--- config.mk ---
export PLATFORM = sky130hd
export DESIGN_NAME = area_ret_seq
export DESIGN_NICKNAME = d
export VERILOG_FILES = /design/src/rtl/area_ret_seq.sv
export SDC_FILE = /design/constraint.sdc
export NUM_CORES = 1
export LEC_CHECK = 0
export ABC_AREA = 0
export BUFFER_PORTS_ARGS = -buffer_cell sky130_fd_sc_hd__clkbuf_2
export CAP_MARGIN = 20
export CORE_ASPECT_RATIO = 0.5
export CORE_MARGIN = 3
export CORE_UTILIZATION = 62
export DETAILED_ROUTE_END_ITERATION = 8
export PLACE_DENSITY_LB_ADDON = 0.08
export RECOVER_POWER = 25
export SYNTH_ARGS = -nofsm -noshare
export SYNTH_HDL_FRONTEND = slang
export SYNTH_SLANG_ARGS = --single-unit
--- constraint.sdc ---
create_clock -name clock -period 5 [get_ports clock]
set_input_delay 0.25 -clock clock [delete_from_list [all_inputs] [get_ports clock]]
set_output_delay 0.25 -clock clock [all_outputs]
set_load 0.005 [all_outputs]
--- src/rtl/area_ret_seq.sv ---
// area_ret_seq: sequential right-triangle checker with one shared shift-add multiplier.
// Define TRI_CLASS_EN to add the cls (none/acute/right/obtuse) output.
module area_ret_seq #(
   parameter int N = 16
) (
   input  logic           clock,
   input  logic           reset,
   input  logic           in_valid,
   output logic           in_ready,
   input  logic [N-1:0]   a,
   input  logic [N-1:0]   b,
   input  logic [N-1:0]   c,
   output logic           out_valid,
   input  logic           out_ready,
   output logic           ret,
   output logic [2*N-2:0] area
`ifdef TRI_CLASS_EN
   ,
   output logic [1:0]     cls
`endif
);
   localparam int CW = $clog2(N);
   localparam logic [CW-1:0] LAST = CW'(N - 1);
   typedef enum logic [2:0] {IDLE, SORT, MUL, CHECK, DONE} state_t;
   state_t state, state_nx;
   logic [N-1:0] ra, rb, rc, hyp, l1, l2, mcand, hyp_c, l1_c, l2_c;
   logic [2*N-1:0] acc, acc_nx, hh;
   logic [2*N:0] sq;
   logic [N:0] part;
   logic [CW-1:0] cnt;
   logic [1:0] sel;
   logic a_top, b_top, mul_last, nz;
   always_ff @(posedge clock)
      if (reset) state <= IDLE;
      else state <= state_nx;
   always_comb begin
      mul_last = state == MUL && sel == 2'd3 && cnt == LAST;
      state_nx = state == IDLE ? (in_valid ? SORT : IDLE) :
                 state == SORT ? MUL :
                 state == MUL ? (mul_last ? CHECK : MUL) :
                 state == CHECK ? DONE :
                 out_ready ? IDLE : DONE;
   end
   always_comb begin
      in_ready = state == IDLE;
      out_valid = state == DONE;
   end
   // ties go to the earliest side; the legs keep their original a, b, c order
   always_comb begin
      a_top = ra >= rb && ra >= rc;
      b_top = !a_top && rb >= rc;
      hyp_c = a_top ? ra : b_top ? rb : rc;
      l1_c = a_top ? rb : ra;
      l2_c = (a_top || b_top) ? rc : rb;
   end
   // low half of acc holds the remaining multiplier bits, high half the partial product
   always_comb begin
      part = {1'b0, acc[2*N-1:N]} + {1'b0, acc[0] ? mcand : {N{1'b0}}};
      acc_nx = {part, acc[N-1:1]};
      nz = |hyp && |l1 && |l2;
   end
   always_ff @(posedge clock) begin
      if (reset) begin
         ret <= 1'b0;
         area <= '0;
`ifdef TRI_CLASS_EN
         cls <= 2'b00;
`endif
      end else begin
         if (state == IDLE && in_valid) begin
            ra <= a;
            rb <= b;
            rc <= c;
         end
         if (state == SORT) begin
            hyp <= hyp_c;
            l1 <= l1_c;
            l2 <= l2_c;
            mcand <= hyp_c;
            acc <= {{N{1'b0}}, hyp_c};
            cnt <= '0;
            sel <= 2'd0;
         end
         if (state == MUL) begin
            cnt <= cnt == LAST ? '0 : cnt + 1'b1;
            if (cnt != LAST || sel == 2'd3) acc <= acc_nx;
            else begin
               acc <= {{N{1'b0}}, sel == 2'd0 ? l1 : l2};
               mcand <= sel == 2'd1 ? l2 : l1;
            end
            if (cnt == LAST) begin
               sel <= sel + 1'b1;
               if (sel == 2'd0) hh <= acc_nx;
               if (sel == 2'd1) sq <= {1'b0, acc_nx};
               if (sel == 2'd2) sq <= sq + {1'b0, acc_nx};
            end
         end
         if (state == CHECK) begin
            ret <= {1'b0, hh} == sq && nz;
            area <= acc[2*N-1:1];
`ifdef TRI_CLASS_EN
            cls <= !(nz && {1'b0, hyp} < {1'b0, l1} + {1'b0, l2}) ? 2'b00 :
                   {1'b0, hh} == sq ? 2'b10 :
                   {1'b0, hh} < sq ? 2'b01 : 2'b11;
`endif
         end
      end
   end
endmodule

==> flow_metrics.py, run 1 <==
metrics = {
    "sta": {
        "fin_tns_setup_ns": 0,
        "fmax_ghz": 0.223,
        "finalHoldViolations": 0,
        "report.final.slew_viol_count": 35,
        "worstMarginPinSlew_ns": 1.70,
        "setup_violations": 0,
        "slew_headroom": -0.135,
        "min_period_ns": 4.49,
        "finClkSkew_ns": 0.0218,
        "period_share": 0.898,
        "rsz0062_at_grt": "false",
    },
    "route": {
        "drtAntennaViolNets": 0,
        "wl_per_cell_um": 20.0,
        "wl_um": 34300,
        "avgViaCountPerCell": 6.02,
        "drc": 0,
        "vias": 10296,
        "first_iter_violations": 1058,
        "firstDrtPassIters": 6,
    },
    "floorplanning": {
        "chipWidth_um": 219,
        "start_util": 0.639,
        "core_area_um2": 22000,
        "die_h_um": 112,
        "die_area_um2": 24600,
        "rows": 38,
        "io_pins": 86,
    },
    "logic_synthesis": {
        "synth_top_cell_area_share": 0.460,
        "seq_area_frac_synth": 0.510,
        "ys_ff_latch": 250,
        "synthTopCellsByCount": "edfxtp_1 (215), nand2_1 (121), a21oi_1 (102), ha_1 (102), inv_1 (72)",
        "synthesis.area_um2": 14000,
        "yosys-top-cells-area": "edfxtp_1 (46%), ha_1 (9.1%), dfxtp_1 (5.0%)",
        "syn_inst": 1259,
        "synth-async-reset-ratio": 0,
        "avgSynthCellArea_um2": 11.1,
        "synth_top_cell_by_area": "edfxtp_1",
        "synth_ff_type": "edfxtp_1",
        "ys.warnings.count": 0,
        "syn-num-nets": 1415,
        "synth_enable_flop_cells": 215,
        "synth.distinct_cells": 59,
        "yosysMostFrequentCell": "edfxtp_1",
    },
    "critical_path": {
        "cp_top_family": "compound AO/OA/AOI/OAI gates",
        "crit_path_end_kind": "flop",
        "r2r_start": "acc[0]",
        "slowest_stage": "fa_1",
        "crit_path_start_kind": "flop",
        "cp_max_fo": 5,
        "worst_ep_arrival_time_ns": 4.77,
        "crit_start": "acc[0]",
        "path_class": "flop to flop",
        "critPathRequiredTime_ns": 5.27,
        "rr_worst_depth": 21,
        "crit_chain": "and2_0 > ha_1 > inv_1 > fa_1 > nor2b_1 > o31a_1 > nor2_1 > o21ai_1 > a21oi_1 > xor2_1 > inv_1 > ha_1 > a21o_1 > a21o_1 > a21oi_1 > o21ai_0 > nand3_1 > nand2_1 > or3_1 > o21ai_0 > mux2i_1",
        "reg2reg_to": "sq[32]",
        "rrSetupSlack_ns": 0.51,
        "cp.depth": 21,
        "cpPeakStageDelay_ns": 0.40,
        "crit_buf_inv": 2,
    },
    "final_layout": {
        "fillers": 1523,
        "layout.nets": 1548,
        "regArea_um2": 7160,
        "drive_above_1_share": 0.138,
        "multi_input_area_um2": 6420,
        "antenna_cells": 0,
        "area_growth_pct": 15.4,
    },
    "pwr": {
        "p_total_uw": 5410,
        "irDropWorstVdd_uv": 319,
        "p_leak_uw": 0.00632,
        "power_density_nw_per_um2": 334,
    },
    "status": {
        "status": "finished, violations left",
        "violations": "capacitance limit, slew limit",
    },
    "clock_network": {
        "clockBufferDepth": 3,
        "path_clk_slew_ns": 0.07,
        "cts_root_buffer": "clkbuf_16",
        "cts_sinks": 250,
        "numCtsBuffers": 24,
        "h-tree-depth": 1,
        "insertion_delay_ns": 0.55,
        "cts_tree": "done",
    },
    "global_route": {
        "gr-usage-met1": 0.407,
        "overflow": 0,
        "grt_pass1_wl_um": 54200,
        "grt_usage": 0.281,
        "top_usage_layer": "met2",
        "first_global_vias": 10067,
        "grt_start_max_net_pins": 49,
        "antenna_found_initial": 0,
        "grt_util_met3": 0.0749,
        "grt_util_met2": 0.427,
    },
    "min_path": {
        "hold_end": "state[0]",
        "hold_start": "in_valid",
        "hold_depth": 3,
        "hp-class": "primary input to flop",
    },
    "placement": {
        "port_buffers": 85,
        "dp_hpwl_um": 23900,
        "gp_congestion": 0.930,
    },
    "run": {
        "drv_cap": 1,
    },
}
-- logic make-up after synthesis --
| group | share of synthesized area |
|---|---|
| buffers and inverters | 0.0365 |
| flip-flops | 0.510 |
| multiplexers | 0.0792 |
| AO/OA/AOI/OAI | 0.132 |
| AND/OR/NAND/NOR | 0.105 |
| XOR/XNOR | 0.0437 |
| adder cells (fa/ha/maj) | 0.0938 |
-- worst reg2reg max path: cells and delay by family, from the launching register on --
family	cells	cell delay, ns
buffers and inverters	2	0.19
multiplexers	1	0.11
AO/OA/AOI/OAI	8	1.47
adder cells (fa/ha/maj)	3	0.96
XOR/XNOR	1	0.24
flip-flops	1	0.37
AND/OR/NAND/NOR	6	0.86
-- report_power, final --
group | internal (uW) | total, uW | switching (uW)
clock network | 1150 | 1980 | 831
logic | 419 | 972 | 553
registers | 2390 | 2460 | 71.2
-- placed cells by master (no fill, tap or decap), types with 6 or more instances in the layout --
| cell | count |
|---|---|
| edfxtp_1 | 215 |
| nand2_1 | 121 |
| ha_1 | 102 |
| a21oi_1 | 101 |
| inv_1 | 72 |
| clkbuf_2 | 69 |
| o21ai_0 | 60 |
| mux2i_1 | 51 |
| dlygate4sd3_1 | 49 |
| mux2_2 | 48 |
| nor2_1 | 44 |
| xor2_1 | 41 |
| a21o_1 | 36 |
| dfxtp_1 | 35 |
| xnor2_1 | 29 |
| o21ai_1 | 28 |
| and2_1 | 28 |
| clkbuf_16 | 24 |
| o31ai_1 | 22 |
| nor4_1 | 19 |
| buf_4 | 19 |
| nand3_1 | 18 |
| clkbuf_1 | 18 |
| nand4_1 | 16 |
| a22oi_1 | 16 |
| nand2b_1 | 13 |
| o21a_1 | 8 |
| nor3_1 | 8 |
| or3_1 | 6 |
-- flip-flops by register name, indices dropped and copies added (netlist names) --
register and count:
hyp 16, l1 16, area 31, mcand 16, sq 33, ra 16
ret 1, sel 2, rc 16, hh 32, l2 16, state 3
rb 16, cnt 4, acc 32
-- what timing repair did --
item	4_1_cts	5_1_grt
gates resized for setup	0	3
setup endpoints to repair	0	2
setup buffers	0	1
hold buffers	49	0
hold endpoints to repair	49	0
-- how the worst max path moves through the flow --
stage	to
2_1_floorplan	sq[0]
3_3_place_gp	sq[32]
3_5_place_dp	sq[32]
4_1_cts	sq[32]
5_1_grt	sq[32]
6_report	sq[32]
-- layout make-up --
class                      instances  area share
tap                              300      0.0232
inverter                          72      0.0167
clock inverter                    19      0.0155
multi-input combinational        886       0.396
sequential                       250       0.442
clock buffer                      25      0.0373
timing repair buffer             158      0.0692
-- metal layers --
| layer | part of all wire | up-vias |
|---|---|---|
| li1 | - | 4908 |
| met2 | 0.44 | 371 |
| met5 | 0 | - |
| met4 | 0.023 | 0 |
| met3 | 0.084 | 64 |
| met1 | 0.46 | 4953 |
-- through the flow --
stage	cells	setup WS, ns	instance area (um^2)	hold slack [ns]	util
final	1710	0.509	16200	0.0274	0.737
after global placement	1612	0.435	14800	0.426	0.673
after floorplan	1259	0.989	14000	0.349	-
after detailed placement	1613	0.291	14800	0.429	0.674
after CTS	1706	0.204	16200	0.0135	0.735
after global routing	1710	0.178	16200	0.0459	0.737
(Power assumes the default switching activity.)
==> run 2, diff against run 1 <==
REMOVE_ABC_BUFFERS = 1   (was default)
==> run 2 against run 1 <==
Compared with the run above:
- the flow still finishes with violations (capacitance limit, slew limit)
- hold slack gained 0.030 ns
- first-iteration DRC count increased by 11%
- sequential power hardly changed
- final cell count fell by 0.12%
- combinational power down 0.4%
- design area down 0.93%
- setup slack worse by 0.011 ns
- die area is the same
- via count fell by 0.17%
- power down 4.9%
- clock power down 13%
- core utilization down 0.69 points
==> flow_metrics.py, run 2 (synthesis results as in run 1) <==
metrics = {
    "sta": {
        "min_period_ns": 4.50,
        "report.final.slew_viol_count": 41,
        "rsz0062_at_grt": "false",
        "period_share": 0.900,
        "hold_ws_ns": 0.0576,
        "fmax_ghz": 0.222,
        "setup_violations": 0,
        "finalHoldViolations": 0,
        "fin_tns_setup_ns": 0,
        "finClkSkew_ns": 0.0138,
        "worstMarginPinSlew_ns": 2.27,
        "slew_headroom": -0.515,
    },
    "final_layout": {
        "regMostFlops": "sq",
        "largest_reg_flops": 33,
        "fillers": 1545,
        "multi_input_area_um2": 6420,
        "mostFrequentLayoutCell": "edfxtp_1",
        "layout.nets": 1546,
        "layout_common_cells": "edfxtp_1 (215), nand2_1 (121), ha_1 (102)",
        "largestRegisters": "sq: 33 flops, acc: 32 flops, hh: 32 flops",
        "regArea_um2": 7160,
        "drive_above_1_share": 0.131,
        "area_growth_pct": 14.3,
    },
    "global_route": {
        "gr-usage-met1": 0.417,
        "grt_util_met3": 0.0565,
        "grt_util_met2": 0.419,
        "top_usage_layer": "met2",
        "first_global_vias": 9892,
        "grt_start_max_net_pins": 49,
        "antenna_found_initial": 0,
        "grt_pass1_wl_um": 53900,
        "overflow": 0,
        "grt_usage": 0.278,
    },
    "critical_path": {
        "crit_top_cell": "ha_1",
        "cpPeakStageDelay_ns": 0.60,
        "slowest_stage": "a2111oi_0",
        "r2r_start": "acc[0]",
        "cp_max_fo": 8,
        "critPathRequiredTime_ns": 5.27,
        "crit_chain": "buf_4 > and2_1 > ha_1 > nor2b_1 > o31a_1 > nor2_1 > o21ai_1 > a2111oi_0 > o41a_1 > xor2_1 > inv_1 > ha_1 > a21oi_1 > nand2_1 > or3_1 > o21ai_0 > mux2i_1",
        "reg2reg_to": "sq[32]",
        "worst_ep_arrival_time_ns": 4.78,
        "crit_path_start_kind": "flop",
        "crit_path_end_kind": "flop",
        "path_class": "flop to flop",
        "rrSetupSlack_ns": 0.50,
        "rr_worst_depth": 17,
    },
    "pwr": {
        "p_sw_frac": 0.268,
        "power_density_nw_per_um2": 321,
        "seq_power_share": 0.477,
        "p_int_uw": 3770,
        "p_leak_uw": 0.00625,
        "p_total_uw": 5150,
        "pwr-share-comb": 0.188,
        "irDropWorstVdd_uv": 265,
        "p_sw_uw": 1380,
        "clkPwrFrac": 0.335,
    },
    "placement": {
        "port_buffers": 85,
        "dp_hpwl_um": 23900,
        "gp_congestion": 0.888,
    },
    "run": {
        "drv_cap": 1,
    },
    "min_path": {
        "hold_depth": 3,
        "hold_start": "in_valid",
        "hold_end": "state[0]",
        "hp-class": "primary input to flop",
    },
    "clock_network": {
        "path_clk_slew_ns": 0.07,
        "cts_sinks": 250,
        "clockBufferDepth": 3,
        "h-tree-depth": 1,
        "insertion_delay_ns": 0.53,
        "cts_root_buffer": "clkbuf_16",
        "cts_tree": "done",
        "numCtsBuffers": 23,
    },
    "route": {
        "avgViaCountPerCell": 6.02,
        "firstDrtPassIters": 5,
        "vias": 10279,
        "drtAntennaViolNets": 0,
        "wl_per_cell_um": 19.9,
        "first_iter_violations": 1170,
        "wl_um": 33900,
        "drc": 0,
    },
    "floorplanning": {
        "rows": 38,
        "start_util": 0.639,
        "die_h_um": 112,
        "chipWidth_um": 219,
        "die_area_um2": 24600,
        "io_pins": 86,
        "core_area_um2": 22000,
    },
    "status": {
        "status": "finished, violations left",
        "violations": "capacitance limit, slew limit",
    },
}
run 2: cell count changes in the layout (fill, tap and decap cells not counted), sizes merged:
cell / change
clkinv: -7
inv: -1
diode: +1
buf: -2
clkbuf: +14
bufinv: -5
clkinvlp: -2
run 2: what timing repair did:
action,in CTS,in global routing
setup endpoints to repair,0,1
buffers inserted,0,2
endpoints found under the hold margin,49,0
resized for setup,0,1
hold buffers,49,0
run 2: cell type report:
class                   instances  share of cell area
clock inverters                 4             0.00148
multi-input cells             886               0.400
well taps                     300              0.0234
diodes                          1            0.000156
clock buffers                  38              0.0439
repair buffers                157              0.0682
flip-flops and latches        250               0.446
inverters                      72              0.0168
run 2: how the worst max path moves through the flow:
stage / slack (ns) / to / startpoint / cells after the start
final: 0.50 / sq[32] / acc[0] / 17
after global routing: 0.22 / sq[32] / acc[0] / 17
after CTS: 0.30 / sq[32] / acc[0] / 17
after detailed placement: 0.37 / sq[32] / acc[0] / 17
after global placement: 0.55 / sq[32] / acc[0] / 17
after floorplan: 0.67 / l2[0] / ra[0] / 11
run 2: power by group through the flow:
stage          combinational [uW]  clock [uW]  sequential [uW]
2_1_floorplan                 659           0             2470
3_3_place_gp                  883           0             2500
3_5_place_dp                  910           0             2500
4_1_cts                       947        1750             2460
5_1_grt                      1070        1840             2460
6_report                      968        1720             2460
run 2: worst max-delay path, delay by kind of cell (launching register included):
family / cells / cell delay [ns]
AO/OA/AOI/OAI: 6 / 1.64
XOR/XNOR: 1 / 0.34
adder cells (fa/ha/maj): 2 / 0.68
buffers and inverters: 2 / 0.30
flip-flops: 1 / 0.40
multiplexers: 1 / 0.10
AND/OR/NAND/NOR: 5 / 0.79
run 2: stage by stage:
step | setup slack [ns] | instances | instance area [um^2] | utilization
floorplan | 0.672 | 1208 | 13800 | -
global placement | 0.549 | 1612 | 14800 | 0.673
detailed placement | 0.373 | 1613 | 14800 | 0.674
CTS | 0.304 | 1704 | 16000 | 0.729
global route | 0.220 | 1707 | 16000 | 0.730
finish | 0.498 | 1708 | 16000 | 0.731
run 2: routing by layer:
| layer | vias to the layer above | share of wire |
|---|---|---|
| li1 | 4921 | - |
| met1 | 4954 | 0.47 |
| met2 | 349 | 0.43 |
| met3 | 55 | 0.077 |
| met4 | 0 | 0.022 |
| met5 | - | 0 |
